[src/rtl/conductance_leak_engine.sv]
// conductance_leak_engine
// One exponential-decay step gOut = g - g*dt/tau in signed fixed point.
// The magnitude |g|*DeltaT is formed once, then either shifted (tau = 2^s)
// or divided by tau<<DELTAT_WIDTH with a restoring divider that retires one
// numerator bit per cycle. Only one request is in flight at a time.
module conductance_leak_engine #(
  parameter int INTEGER_WIDTH   = 32,
  parameter int DATA_WIDTH_FRAC = 32,
  parameter int DATA_WIDTH      = INTEGER_WIDTH + DATA_WIDTH_FRAC,
  parameter int DELTAT_WIDTH    = 4,
  parameter int TAG_WIDTH       = 8
) (
  input  logic                     Clock,
  input  logic                     Reset,
  input  logic                     InValid,
  output logic                     InReady,
  input  logic [DATA_WIDTH-1:0]    InG,
  input  logic [DELTAT_WIDTH-1:0]  InDeltaT,
  input  logic [INTEGER_WIDTH-1:0] InTau,
  input  logic                     InMode,
  input  logic [TAG_WIDTH-1:0]     InTag,
  output logic                     OutValid,
  input  logic                     OutReady,
  output logic [DATA_WIDTH-1:0]    OutG,
  output logic [TAG_WIDTH-1:0]     OutTag,
  output logic                     OutErr
);

  localparam int NW    = DATA_WIDTH + DELTAT_WIDTH;
  localparam int CNT_W = $clog2(NW);

  typedef enum logic [1:0] {
    S_IDLE = 2'd0,
    S_MUL  = 2'd1,
    S_DIV  = 2'd2,
    S_OUT  = 2'd3
  } state_t;

  state_t state_q, state_d;

  // Captured request
  logic [DATA_WIDTH-1:0]    g_q, g_d;
  logic [DELTAT_WIDTH-1:0]  dt_q, dt_d;
  logic [INTEGER_WIDTH-1:0] tau_q, tau_d;
  logic                     mode_q, mode_d;
  logic [TAG_WIDTH-1:0]     tag_q, tag_d;

  // MUL takes two cycles: product register, then mode decision
  logic                     mul_phase_q, mul_phase_d;
  logic [NW-1:0]            n_q, n_d;

  // Divider: num_q shifts numerator bits out of the top and quotient bits in
  // at the bottom, so after NW steps it holds the quotient.
  logic [NW-1:0]            num_q, num_d;
  logic [NW-1:0]            den_q, den_d;
  logic [NW-1:0]            rem_q, rem_d;
  logic [CNT_W-1:0]         cnt_q, cnt_d;

  // Result registers
  logic [DATA_WIDTH-1:0]    out_g_q, out_g_d;
  logic [TAG_WIDTH-1:0]     out_tag_q, out_tag_d;
  logic                     out_err_q, out_err_d;

  // Datapath helpers
  logic [DATA_WIDTH-1:0]    mag;
  logic [NW-1:0]            prod;
  logic [8:0]               shamt;
  logic [DATA_WIDTH-1:0]    shift_res;
  logic                     tau_pos;
  logic [NW-1:0]            den_init;
  logic [NW:0]              rem_sh;
  logic [NW:0]              rem_diff;
  logic                     rem_ge;
  logic [NW-1:0]            rem_nx;
  logic [NW-1:0]            num_nx;
  logic                     div_last;

  // Move g toward zero by q; q < |g| so this never wraps.
  function automatic logic [DATA_WIDTH-1:0] decay(input logic [DATA_WIDTH-1:0] g,
                                                  input logic [DATA_WIDTH-1:0] q);
    return g[DATA_WIDTH-1] ? (g + q) : (g - q);
  endfunction

  // Magnitude, product, shift-mode quotient and one divider step
  always_comb begin
    // Two's-complement negate maps the most-negative value to 2^(DW-1) unsigned
    mag       = g_q[DATA_WIDTH-1] ? (~g_q + DATA_WIDTH'(1)) : g_q;
    prod      = NW'(mag) * NW'(dt_q);
    shamt     = 9'(tau_q[7:0]) + 9'(DELTAT_WIDTH);
    shift_res = (shamt >= 9'(NW)) ? '0 : DATA_WIDTH'(n_q >> shamt);
    tau_pos   = ($signed(tau_q) > 0);
    den_init  = NW'(tau_q) << DELTAT_WIDTH;
    rem_sh    = {rem_q, num_q[NW-1]};
    rem_diff  = rem_sh - {1'b0, den_q};
    rem_ge    = ~rem_diff[NW];
    rem_nx    = rem_ge ? rem_diff[NW-1:0] : rem_sh[NW-1:0];
    num_nx    = {num_q[NW-2:0], rem_ge};
    div_last  = (cnt_q == CNT_W'(NW - 1));
  end

  // Next-state logic for the request FSM and its datapath registers
  always_comb begin
    state_d     = state_q;
    g_d         = g_q;
    dt_d        = dt_q;
    tau_d       = tau_q;
    mode_d      = mode_q;
    tag_d       = tag_q;
    mul_phase_d = mul_phase_q;
    n_d         = n_q;
    num_d       = num_q;
    den_d       = den_q;
    rem_d       = rem_q;
    cnt_d       = cnt_q;
    out_g_d     = out_g_q;
    out_tag_d   = out_tag_q;
    out_err_d   = out_err_q;

    case (state_q)
      S_IDLE: begin
        if (InValid) begin
          g_d         = InG;
          dt_d        = InDeltaT;
          tau_d       = InTau;
          mode_d      = InMode;
          tag_d       = InTag;
          out_err_d   = 1'b0;
          mul_phase_d = 1'b0;
          state_d     = S_MUL;
        end
      end

      S_MUL: begin
        if (!mul_phase_q) begin
          n_d         = prod;
          mul_phase_d = 1'b1;
        end else if (mode_q) begin
          out_g_d   = decay(g_q, shift_res);
          out_tag_d = tag_q;
          state_d   = S_OUT;
        end else if (!tau_pos) begin
          // Non-positive tau: pass g through unchanged and flag it
          out_g_d   = g_q;
          out_err_d = 1'b1;
          out_tag_d = tag_q;
          state_d   = S_OUT;
        end else begin
          num_d   = n_q;
          den_d   = den_init;
          rem_d   = '0;
          cnt_d   = '0;
          state_d = S_DIV;
        end
      end

      S_DIV: begin
        num_d = num_nx;
        rem_d = rem_nx;
        cnt_d = cnt_q + CNT_W'(1);
        if (div_last) begin
          // Upper DELTAT_WIDTH quotient bits are always zero
          out_g_d   = decay(g_q, DATA_WIDTH'(num_nx));
          out_tag_d = tag_q;
          state_d   = S_OUT;
        end
      end

      S_OUT: begin
        if (OutReady) state_d = S_IDLE;
      end

      default: state_d = S_IDLE;
    endcase
  end

  // State and datapath registers; reset discards any in-flight request
  always_ff @(posedge Clock or negedge Reset) begin
    if (!Reset) begin
      state_q     <= S_IDLE;
      g_q         <= '0;
      dt_q        <= '0;
      tau_q       <= '0;
      mode_q      <= 1'b0;
      tag_q       <= '0;
      mul_phase_q <= 1'b0;
      n_q         <= '0;
      num_q       <= '0;
      den_q       <= '0;
      rem_q       <= '0;
      cnt_q       <= '0;
      out_g_q     <= '0;
      out_tag_q   <= '0;
      out_err_q   <= 1'b0;
    end else begin
      state_q     <= state_d;
      g_q         <= g_d;
      dt_q        <= dt_d;
      tau_q       <= tau_d;
      mode_q      <= mode_d;
      tag_q       <= tag_d;
      mul_phase_q <= mul_phase_d;
      n_q         <= n_d;
      num_q       <= num_d;
      den_q       <= den_d;
      rem_q       <= rem_d;
      cnt_q       <= cnt_d;
      out_g_q     <= out_g_d;
      out_tag_q   <= out_tag_d;
      out_err_q   <= out_err_d;
    end
  end

  assign InReady  = (state_q == S_IDLE);
  assign OutValid = (state_q == S_OUT);
  assign OutG     = out_g_q;
  assign OutTag   = out_tag_q;
  assign OutErr   = out_err_q;

endmodule

[config.mk]
export PLATFORM = sky130hd
export DESIGN_NAME = conductance_leak_engine
export DESIGN_NICKNAME = d
export VERILOG_FILES = /design/src/rtl/conductance_leak_engine.sv
export SDC_FILE = /design/constraint.sdc
export NUM_CORES = 2
export LEC_CHECK = 0
export BUFFER_PORTS_ARGS = -buffer_cell sky130_fd_sc_hd__buf_2
export CORE_UTILIZATION = 62
export DETAILED_ROUTE_END_ITERATION = 8
export GPL_ROUTABILITY_DRIVEN = 0
export PLACE_DENSITY_LB_ADDON = 0.25
export SYNTH_ARGS = -nofsm -noshare
export SYNTH_HDL_FRONTEND = slang
export SYNTH_SLANG_ARGS = --single-unit
[constraint.sdc]
create_clock -name Clock -period 18.1 [get_ports Clock]
set_clock_uncertainty 0.05 [all_clocks]
set_input_delay 2.715 -clock Clock [delete_from_list [all_inputs] [get_ports Clock]]
set_output_delay 2.715 -clock Clock [all_outputs]
set_load 0.005 [all_outputs]
==> impl_metrics.yaml <==
floorplan:
  start_util: 0.627
  core_area_um2: 70100
  ios: 188
  die_h_um: 268
  die_area_um2: 72000
  die_w_um: 268
  rows: 97
timing:
  min_period_ns: 9.66
  worstMarginPinSlew_ns: 1.40
  setup_viol: 0
  drv_slew: 0
  period_share: 0.534
  fin_tns_setup_ns: 0
  hold_viol: 0
  rsz0062_at_grt: "false"
  fmax_ghz: 0.104
  hold_ws_ns: 0.412
  max-slew-margin-rel: 0.0606
synthesis:
  yosys.area.top_type_share: 0.244
  ys_types: 89
  async_flop_share: 1.00
  seq_area_frac_synth: 0.244
  syn_avg_cell_area_um2: 8.15
  synth_area_leader_cell: "dfrtp_1"
  ys_ff_latch: 428
  synthFlopType: "dfrtp_1"
  yosys-top-cells-area: "dfrtp_1 24%, ha_1 6.9%, nand2_1 6.1%"
  yosys_warnings: 0
  syn_area_um2: 44000
  syn-instance-count: 5399
  syn_nets: 5880
  synth_edf_count: 0
global_route:
  gr-usage-met1: 0.501
  track_usage: 0.383
  gr-usage-met2: 0.585
  grt_pass1_wl_mm: 218
  first_global_vias: 39400
  overflow: 0
  global_route.usage.met3: 0.113
  grt_antenna_before_repair: 5
  grt_max_degree: 113
  busiest_layer: "met2"
critical_path:
  crit_buf_inv: 1
  r2r_start: "tau_q[0]"
  cp-end-kind: "flop"
  cp_top_family: "simple AND/OR/NAND/NOR gates"
  critical_path_depth: 27
  crit_path_start: "tau_q[0]"
  arrival_ns: 10.12
  critPathMaxFanout: 65
  rr_worst_depth: 27
  worstSetupPathType: "flop to flop"
  crit_path_top_delay_cell: "buf_4"
  critPathRequiredTime_ns: 18.56
  critical_path.max_stage_delay_ns: 0.82
  setup.worst_path.start_class: "flop"
finish:
  final_common_cell: "nand2_1"
  final_cell_mix: "718 x nand2_1, 451 x o21ai_0, 424 x a21oi_1, 420 x dfrtp_1, 343 x nor2_1"
  synthToLayoutAreaGrowth_pct: 6.84
  layout.nets: 5855
  drive_above_1_share: 0.107
clock_network:
  ctsResizeCount: 0
  root_buffer: "clkbuf_16"
  clockBufferDepth: 3
  numCtsBuffers: 48
  clkSinkCount: 428
  clk_pin_slew_worst_paths_ns: 0.08
  insertion_delay_ns: 0.63
  htree_num_levels: 2
  cts_hold_buf: 0
  postCtsSetupRepairBufs: 0
  cts_tree: "yes"
route:
  drt_first_iter_violations: 5769
  dr_total_vias: 42400
  drc: 134
  drt_first_pass_iters: 9
  wl_mm: 141
  via_per_inst: 6.67
  antenna_left: 0
  wire_per_inst_um: 22.1
status:
  failed_checks: "design-rule violations"
  status: "complete, but fails checks"
hold_path:
  hold_start: "tag_q[1]"
  holdPathStages: 2
  hold_path.class: "flop to flop"
job:
  cap_viol_max_count: 0
placement:
  hpwl_mm: 105
  io_buffers: 187
## logic make-up after synthesis
kind of cell,synth area share
simple gates,0.180
mux,0.105
flops,0.244
buf+inv,0.0513
xor+xnor,0.0781
compound gates,0.216
fa+ha+maj,0.126
## metal layers
layer  routed length, um  share of wire  vias up
met5                  35        0.00025        -
met4                7140          0.051        6
met3               16900           0.12      537
met2               60700           0.43     2384
met1               55700           0.40    20200
li1                    -              -    19200
## path summary, 6_finish.rpt
| check | endpoint | slack (ns) |
|---|---|---|
| min in group asynchronous | tau_q[18] | 2.05 |
| hold reg to reg | OutTag[1] | 0.41 |
| setup reg to reg | OutG[63] | 8.44 |
| max in group asynchronous | n_q[39] | 13.07 |
| hold / removal | OutTag[1] | 0.41 |
| setup / recovery | OutG[63] | 8.44 |
## worst reg2reg max path: cells and delay by family (launching register included)
kind	cells	cell delay, ns
buf+inv	1	0.82
flops	1	0.64
fa+ha+maj	1	0.46
mux	2	1.02
compound gates	10	2.92
simple gates	11	3.32
xor+xnor	2	0.32
## Yosys cell counts, types with 10 or more instances
master and count:
dfrtp_1 428, nand2b_1 41, xnor2_1 236, or2_2 22, a211oi_1 43, nor3b_1 13
mux2i_1 215, a221o_1 14, nor3_1 105, mux2_2 165, nand3_1 89, ha_1 241
or4_1 14, a22o_1 10, o21a_1 13, a22oi_1 14, mux4_2 25, nor2_1 343
fa_1 127, or3_1 51, a31oi_1 57, a311oi_1 10, nand2_1 720, o21ai_0 451
nor4_1 38, nor2b_1 44, o41ai_1 17, o22ai_1 50, and2_1 93, and3_1 38
o21bai_1 51, nand4_1 53, a211o_1 11, a221oi_1 16, a21o_1 133, buf_1 37
a21boi_0 12, inv_1 255, xor2_1 156, o31ai_1 49, buf_2 27, o221ai_1 34
o211ai_1 25, a21oi_1 425, clkbuf_1 230
## state kept, by name, summed over array words and instances, names as in the netlist, 4 cells and up
name / count
den_q: 32
dt_q: 4
cnt_q: 7
tag_q: 8
OutTag: 8
num_q: 68
g_q: 64
OutG: 64
tau_q: 32
rem_q: 68
n_q: 68
## layout make-up
| cell class | instances | area [um^2] |
|---|---|---|
| inverter | 259 | 972 |
| fill | 5935 | 23200 |
| multi-input combinational | 4402 | 31100 |
| clock inverter | 28 | 392 |
| timing repair buffer | 235 | 1310 |
| clock buffer | 61 | 1330 |
| antenna | 3 | 7.51 |
| sequential | 428 | 10700 |
| tap | 940 | 1180 |
## through the flow
stage / utilization / setup slack [ns] / cells / instance area, um^2
floorplan: - / 10.0 / 5399 / 44000
global placement: 0.645 / 9.16 / 6264 / 45300
detailed placement: 0.645 / 8.90 / 6264 / 45300
CTS: 0.670 / 8.84 / 6353 / 47000
global route: 0.670 / 8.10 / 6353 / 47000
finish: 0.670 / 8.44 / 6356 / 47000
Power is left out: the tool's default activity adds up to more than one toggle a clock period on the data nets, which glitch-free logic cannot reach.
